## config.mk

```make
export PLATFORM = sky130hd
export DESIGN_NAME = dense_layer_sequencer
export DESIGN_NICKNAME = d
export VERILOG_FILES = /design/src/rtl/dense_layer_sequencer.sv
export SDC_FILE = /design/constraint.sdc
export NUM_CORES = 1
export LEC_CHECK = 0
export BUFFER_PORTS_ARGS = -buffer_cell sky130_fd_sc_hd__buf_2
export CORE_ASPECT_RATIO = 0.9
export CORE_MARGIN = 3
export CORE_UTILIZATION = 50
export DETAILED_ROUTE_END_ITERATION = 16
export PLACE_DENSITY = 0.66
export SLEW_MARGIN = 5
export SYNTH_ARGS = -nofsm -noshare
export SYNTH_HDL_FRONTEND = slang
export SYNTH_SLANG_ARGS = --single-unit
```

## constraint.sdc

```tcl
create_clock -name clk -period 9.4 [get_ports clk]
set_input_delay 2.35 -clock clk [delete_from_list [all_inputs] [get_ports clk]]
set_output_delay 2.35 -clock clk [all_outputs]
set_load 0.005 [all_outputs]
```

## src/rtl/dense_layer_sequencer.sv

```systemverilog
// Walks the single-port RAM through one fully connected layer, writes every saturated y[j] and reports the argmax.
// 1571 cycles per neuron, done pulse N_OUT*1571+1 cycles after the start cycle; start is ignored unless idle.
module dense_layer_sequencer #(
  parameter int                N_IN      = 784,
  parameter int                N_OUT     = 10,
  parameter int                ADDR_W    = 14,
  parameter int                DATA_W    = 24,
  parameter int                ACC_W     = 48,
  parameter int                OUT_SHIFT = 0,
  parameter logic [ADDR_W-1:0] X_BASE    = 14'h0000,
  parameter logic [ADDR_W-1:0] W_BASE    = 14'h1000,
  parameter logic [ADDR_W-1:0] B_BASE    = 14'h2EA0,
  parameter logic [ADDR_W-1:0] Y_BASE    = 14'h3000
) (
  input  logic              clk,
  input  logic              rst,
  input  logic              start,
  output logic              busy,
  output logic              done,
  output logic [3:0]        class_out,
  output logic              ram_en,
  output logic [3:0]        ram_we,
  output logic [ADDR_W-1:0] ram_addr,
  output logic [DATA_W-1:0] ram_wdata,
  input  logic [DATA_W-1:0] ram_rdata
);

  localparam int I_W = $clog2(N_IN + 1);
  localparam logic signed [ACC_W-1:0] SAT_MAX = {{(ACC_W-DATA_W+1){1'b0}}, {(DATA_W-1){1'b1}}};
  localparam logic signed [ACC_W-1:0] SAT_MIN = ~SAT_MAX;

  typedef enum logic [2:0] {IDLE, LD_B, RD_X, RD_W, MAC_LAST, WR_Y, DONE} state_t;

  state_t                   state_q, state_d;
  logic [3:0]               j_q, j_d;
  logic [I_W-1:0]           i_q, i_d;
  logic [ADDR_W-1:0]        w_ptr_q, w_ptr_d;
  logic signed [ACC_W-1:0]  acc_q, acc_d, best_q, best_d;
  logic [7:0]               x_reg_q, x_reg_d;
  logic [3:0]               best_idx_q, best_idx_d, class_q, class_d;
  logic                     busy_q, busy_d, done_q, done_d, ram_en_q, ram_en_d;
  logic [3:0]               ram_we_q, ram_we_d;
  logic [ADDR_W-1:0]        ram_addr_q, ram_addr_d;
  logic [DATA_W-1:0]        ram_wdata_q, ram_wdata_d;

  logic signed [ACC_W-1:0]  rdata_sx, x_sx, mac, shifted;
  logic [DATA_W-1:0]        sat_val;

  // rdata here always belongs to the read issued in the previous cycle
  assign rdata_sx = {{(ACC_W-DATA_W){ram_rdata[DATA_W-1]}}, ram_rdata};
  assign x_sx     = {{(ACC_W-8){1'b0}}, x_reg_q};
  assign mac      = acc_q + x_sx * rdata_sx;
  assign shifted  = mac >>> OUT_SHIFT;
  assign sat_val  = (shifted > SAT_MAX) ? SAT_MAX[DATA_W-1:0] :
                    (shifted < SAT_MIN) ? SAT_MIN[DATA_W-1:0] : shifted[DATA_W-1:0];

  always_comb begin
    state_d     = state_q;
    j_d         = j_q;
    i_d         = i_q;
    w_ptr_d     = w_ptr_q;
    acc_d       = acc_q;
    x_reg_d     = x_reg_q;
    best_d      = best_q;
    best_idx_d  = best_idx_q;
    class_d     = class_q;
    busy_d      = busy_q;
    done_d      = 1'b0;
    ram_en_d    = 1'b0;
    ram_we_d    = 4'h0;
    ram_addr_d  = ram_addr_q;
    ram_wdata_d = ram_wdata_q;
    case (state_q)
      IDLE: begin
        if (start) begin
          state_d    = LD_B;
          j_d        = 4'd0;
          w_ptr_d    = W_BASE;
          busy_d     = 1'b1;
          ram_en_d   = 1'b1;
          ram_addr_d = B_BASE;
        end
      end
      LD_B: begin
        state_d    = RD_X;
        i_d        = '0;
        ram_en_d   = 1'b1;
        ram_addr_d = X_BASE;
      end
      RD_X: begin
        acc_d      = (i_q == '0) ? rdata_sx : mac;
        state_d    = RD_W;
        ram_en_d   = 1'b1;
        ram_addr_d = w_ptr_q;
      end
      RD_W: begin
        x_reg_d = ram_rdata[7:0];
        w_ptr_d = w_ptr_q + 1'b1;
        if (i_q == I_W'(N_IN - 1)) begin
          state_d = MAC_LAST;
        end else begin
          i_d        = i_q + 1'b1;
          state_d    = RD_X;
          ram_en_d   = 1'b1;
          ram_addr_d = X_BASE + ADDR_W'(i_q + 1'b1);
        end
      end
      MAC_LAST: begin
        acc_d       = mac;
        state_d     = WR_Y;
        ram_en_d    = 1'b1;
        ram_we_d    = 4'hF;
        ram_addr_d  = Y_BASE + ADDR_W'(j_q);
        ram_wdata_d = sat_val;
      end
      WR_Y: begin
        // strict compare on the unshifted accumulator keeps the lowest index on ties
        if (j_q == 4'd0 || acc_q > best_q) begin
          best_d     = acc_q;
          best_idx_d = j_q;
        end
        if (j_q == 4'(N_OUT - 1)) begin
          state_d = DONE;
          done_d  = 1'b1;
          busy_d  = 1'b0;
          class_d = best_idx_d;
        end else begin
          j_d        = j_q + 4'd1;
          state_d    = LD_B;
          ram_en_d   = 1'b1;
          ram_addr_d = B_BASE + ADDR_W'(j_q + 4'd1);
        end
      end
      DONE:    state_d = IDLE;
      default: state_d = IDLE;
    endcase
  end

  always_ff @(posedge clk or posedge rst) begin
    if (rst) begin
      state_q     <= IDLE;
      j_q         <= '0;
      i_q         <= '0;
      w_ptr_q     <= '0;
      acc_q       <= '0;
      x_reg_q     <= '0;
      best_q      <= '0;
      best_idx_q  <= '0;
      class_q     <= '0;
      busy_q      <= 1'b0;
      done_q      <= 1'b0;
      ram_en_q    <= 1'b0;
      ram_we_q    <= 4'h0;
      ram_addr_q  <= '0;
      ram_wdata_q <= '0;
    end else begin
      state_q     <= state_d;
      j_q         <= j_d;
      i_q         <= i_d;
      w_ptr_q     <= w_ptr_d;
      acc_q       <= acc_d;
      x_reg_q     <= x_reg_d;
      best_q      <= best_d;
      best_idx_q  <= best_idx_d;
      class_q     <= class_d;
      busy_q      <= busy_d;
      done_q      <= done_d;
      ram_en_q    <= ram_en_d;
      ram_we_q    <= ram_we_d;
      ram_addr_q  <= ram_addr_d;
      ram_wdata_q <= ram_wdata_d;
    end
  end

  assign busy      = busy_q;
  assign done      = done_q;
  assign class_out = class_q;
  assign ram_en    = ram_en_q;
  assign ram_we    = ram_we_q;
  assign ram_addr  = ram_addr_q;
  assign ram_wdata = ram_wdata_q;

endmodule

```

# Word-level counts from Yosys, hierarchy flattened
# Index checks and enable logic that the tools add are counted.
dict set report op_classes {
  addsub 8
  mul 1
  n_lt_le_gt_ge 3
  n_eq_ne 11
  mux 30
  n_reduce_logical 17
}
# operator count
set ops {}
lappend ops {{$pmux W48 S2} 1}
lappend ops {{$pmux W14 S6} 1}
lappend ops {{$mux W14} 4}
lappend ops {{$add A48 B33 Y48} 1}
lappend ops {{$gt A48 B24 Y1 const B} 1}
lappend ops {{$gt A48 B48 Y1} 1}
lappend ops {{$lt A48 B24 Y1 const B} 1}
lappend ops {{$mux W24} 2}
lappend ops {{$mux W48} 1}
lappend ops {{$mul A9 B24 Y33} 1}
lappend ops {{$pmux W14 S2} 1}
lappend ops {{$pmux W10 S2} 1}
lappend ops {{$pmux W3 S6} 1}
lappend ops {{$mux W4} 4}
lappend ops {{$add A13 B5 Y14 const A} 1}
lappend ops {{$add A14 B1 Y14 const B} 1}
lappend ops {{$add A14 B5 Y14 const A} 1}
lappend ops {{$add A10 B1 Y11 const B} 1}
lappend ops {{$add A10 B1 Y10 const B} 1}
lappend ops {{$eq A10 B10 Y1 const B} 1}
lappend ops {{$logic_not A10 Y1} 1}
lappend ops {{$mux W10} 1}
lappend ops {{$mux W3} 3}
lappend ops {{$ne A2 B2 Y1 const B} 4}
lappend ops {{19 further kinds} 34}
dict set report word_totals {
  ff_bits 188
  input_bits 27
  output_inout_bits 49
  elab_cells 85
}

# Longest topological paths before layout
dict set report logic_depth {
  ltp_word 5
  mapped_depth 27
  mapped_depth_nobuf 24
}

# Worst setup path after synthesis
# No wires, ideal clock.
dict set report synth_path {
  path_kind {input-to-reg}
  startpoint {input port ram_rdata[23]}
  endpoint {register ram_wdata_q[4] (netlist: ram_wdata[4])}
  setup_time_ps 82
  t_arrival_ps 9054
  path_slack_ps 264
  cell_stages 23
  n_path_buf 3
  cell_sequence {clkbuf_1 > and2_1 > fa_1 > inv_1 > fa_1 > fa_1 > fa_1 > inv_1 > fa_1 > ha_1 > clkbuf_1 > a21oi_1 > o21ai_0 > a211oi_1 > nor2_1 > o31ai_1 > a2bb2oi_1 > nand4b_1 > or4_4 > nor4_4 > buf_6 > nand3_1 > a31oi_1}
}
dict set report synth_via {
  elab_chain_len 5
}
# item line
set synth_lines {}
lappend synth_lines {{start, declared} 25} ;# input logic [DATA_W-1:0] ram_rdata
lappend synth_lines {{$mul A9 B24 Y33 *} 52} ;# assign mac = acc_q + x_sx * rdata_sx;
lappend synth_lines {{$add A48 B33 Y48 *} 52}
lappend synth_lines {{$lt A48 B24 Y1} 55} ;# (shifted < SAT_MIN) ? SAT_MIN[DATA_W-1:0] : shifted[DATA_W-1:0];
lappend synth_lines {{$mux W24} 55}
lappend synth_lines {{$mux W24 *} 54} ;# assign sat_val = (shifted > SAT_MAX) ? SAT_MAX[DATA_W-1:0] :
lappend synth_lines {{end signal, assigned} 171} ;# ram_wdata_q <= ram_wdata_d;
lappend synth_lines {{end, declared} 44} ;# logic [DATA_W-1:0] ram_wdata_q, ram_wdata_d;
# Every way passes the cells marked *; elsewhere a longest branch is shown, timed or not.
# A chain may end at the register's enable or synchronous reset.

# Worst setup path after layout
dict set report layout_path {
  startpoint {input port ram_rdata[23]}
  endpoint {register ram_wdata_q[0] (netlist: ram_wdata[0])}
}
# The elaborated chain is that of the path after synthesis.

==> results by group <==
Run status
  – Status: completed

Routing
  – Routed via count: 15400
  – Via density: 5.77
  – Post-route ant nets: 0
  – DR WL/cell: 18.9 um
  – DR iter-0 viols: 1306
  – Final WL: 50400 um
  – Drt pass-1 iters: 5
  – Post-route DRC: 0

Critical path
  – CP startpoint kind: primary input
  – R2R setup slack: 1.50 ns
  – CP required: 9.77 ns
  – Worst path depth: 23
  – CP Capture Type: register
  – FF-to-FF End: ram_wdata[0]
  – CP Buf/Inv Count: 5
  – Crit-path leading delay family: adder cells
  – Reg2reg start: x_reg_q[2]
  – Max stage delay on crit path: 0.73 ns
  – Crit path arrival time: 9.30 ns
  – CP Max Fanout: 14
  – Worst Reg-to-Reg Cells: 23
  – Slowest stage cell, crit path: fa_1
  – Worst path most repeated cell: fa_1
  – CP cell instances: buf_2 -> and2_1 -> fa_1 -> inv_1 -> fa_1 -> fa_1 -> fa_1 -> inv_1 -> buf_4 -> fa_1 -> ha_1 -> nand2_1 -> nor3_1 -> nand4_1 -> a2111oi_0 -> a211oi_1 -> o31ai_1 -> xor2_1 -> nand4_1 -> nor4_4 -> buf_4 -> a21oi_2 -> o22ai_1
  – Critical path class: primary input to register

GRT
  – Initial antenna violation count: 0
  – GRT met3 Usage: 0.0435
  – GR Overflow Total: 0
  – Met2 Track Usage GR: 0.420
  – GR Layer Usage met1: 0.379
  – First-pass GRT wire length: 83800 um
  – Pin count of the biggest net entering global routing: 109
  – Number of global-route vias before repair: 15500
  – GRT Total Usage: 0.261
  – Gr busiest metal: met2

Timing
  – Setup TNS: 0 ns
  – Final setup violation count: 0
  – Fin. Hold Viols: 0
  – Final period util: 0.950
  – Slew Viols, Final: 0
  – Unrepaired setup endpoints after global routing: false
  – Worst slew margin: 0.251
  – Final setup margin: 0.475 ns
  – Final min period: 8.93 ns
  – Worst hold slack: 0.479 ns
  – Fmax: 0.112 GHz
  – Setup Skew: 0.0181 ns
  – Least-Margin Pin Slew: 1.12 ns

Clock network
  – Post_cts resized: 0
  – CTS max path bufs: 2
  – Root Buffer: clkbuf_16
  – Worst skew pair latency: 0.46 ns
  – H-tree lvl count: 4
  – Clock Sinks: 185
  – CTS tree: yes
  – CTS Buf Count: 17
  – Post-CTS Setup Inserts: 0
  – Hold Buf Count CTS: 0
  – Clock-pin transition on the worst setup and hold timing paths: 0.08 ns

Cells and area
  – Most frequent cells in the layout: inv_1 (309), nand2_1 (303), fa_1 (196)
  – # diodes: 0
  – Most common cell after layout, fill and taps aside: inv_1
  – Sequential cell area: 4630 um^2
  – Synth-to-Final Area Change: 7.45%
  – Fraction of layout cells with a size suffix above 1: 0.0836
  – Fillers: 3392
  – Layout Nets: 2544
  – Final Util: 0.552
  – Area of the multi-input gates: 12600 um^2

Die
  – # IOs: 76
  – Core area: 36700 um^2
  – Row cnt: 66
  – Die width: 211 um
  – Die footprint: 40100 um^2
  – Die Y: 190 um
  – Initial core utilization: 0.514

Yosys
  – Register bit count reported by yosys: 185
  – Top FF cell, synth: dfrtp_1
  – Netlist cell types: 73
  – Synth top area share: 0.246
  – Yosys warnings: 0
  – Mapped Avg Cell Area: 8.73 um^2
  – EDFF count, synth: 0
  – Syn nets: 2527
  – Post-Syn Area: 18800 um^2
  – Async S/R FF share, synth: 1.00
  – Synth area leaders: dfrtp_1 (25%), fa_1 (21%), ha_1 (9.7%), inv_1 (6.2%), nand2_1 (6.0%)
  – Largest area contributor in the netlist: dfrtp_1
  – Mapped Cells: 2158
  – Register area share after synthesis: 0.246

Min path
  – Type of the tightest min-delay check: register to register
  – Hold Crit Depth: 2
  – Hold Path End: ram_addr[1]
  – HP Start: ram_addr[1]

Place
  – Dpl ws: 0.0548 ns
  – Gpl congestion: 0.930
  – DP HPWL: 39000 um
  – Port bufs: 75

Flow run
  – Max Cap Viol: 0
-- area by class of cell --
type | instances | area share
tap | 476 | 0.0294
clock buffer | 17 | 0.0210
sequential | 185 | 0.229
clock inverter | 15 | 0.00995
multi-input combinational | 1556 | 0.624
timing repair buffer | 104 | 0.0293
inverter | 311 | 0.0580
-- registers in the layout (all words and copies together), names as in the netlist --
name,cells
done,1
j_q,4
w_ptr_q,14
best_q,48
x_reg_q,8
class_out,4
acc_q,48
ram_addr,14
i_q,10
ram_en,1
state_q,3
best_idx_q,4
busy,1
ram_wdata,24
ram_we,1
-- worst max-delay path by stage --
| stage | start | end |
|---|---|---|
| 2_1_floorplan | ram_rdata[23] | ram_wdata[4] |
| 3_3_place_gp | ram_rdata[23] | ram_wdata[0] |
| 3_5_place_dp | ram_rdata[23] | ram_wdata[0] |
| 4_1_cts | ram_rdata[23] | ram_wdata[0] |
| 5_1_grt | ram_rdata[23] | ram_wdata[0] |
| 6_report | ram_rdata[23] | ram_wdata[0] |
-- kinds of logic after synthesis --
kind of cell | share of synthesized area
adders and majority gates | 0.305
buffers and inverters | 0.0860
muxes | 0.0314
xor gates and xnor gates | 0.0242
DFF | 0.246
AOI/OAI and AO/OA | 0.132
and+or+nand+nor | 0.175
-- metrics by stage --
stage	area, um^2	std cells
6_report	20300	2664
5_1_grt	20300	2664
3_5_place_dp	19600	2632
4_1_cts	20300	2664
3_3_place_gp	19600	2632
2_1_floorplan	18800	2158
-- routing by layer --
layer,wire [um],share of wire,vias to the layer above
met1,23200,0.46,7727
li1,-,-,7123
met5,0,0,-
met2,23700,0.47,481
met4,595,0.012,0
met3,2920,0.058,48
-- synth_stat cells (13+ instances only) --
master	count
xnor2_1	31
o21ai_0	94
a31oi_1	43
fa_1	196
clkbuf_1	85
nand4_1	42
nor2_1	125
dfrtp_1	185
xor2_1	21
and2_1	110
a211oi_1	22
inv_1	310
a21oi_1	119
nand3_1	37
mux2i_1	31
ha_1	146
o22ai_1	13
nand2_1	303
a21o_1	32
mux2_2	25
nor3_1	25
-- worst min-delay path, cell delays in order (launching register included) --
cell     delay [ns]
dfrtp_1        0.34
nand2_1        0.04
o21ai_0        0.06
Power is not shown: default switching activity piles up to over one toggle a cycle in this logic, so the estimate is an artifact.
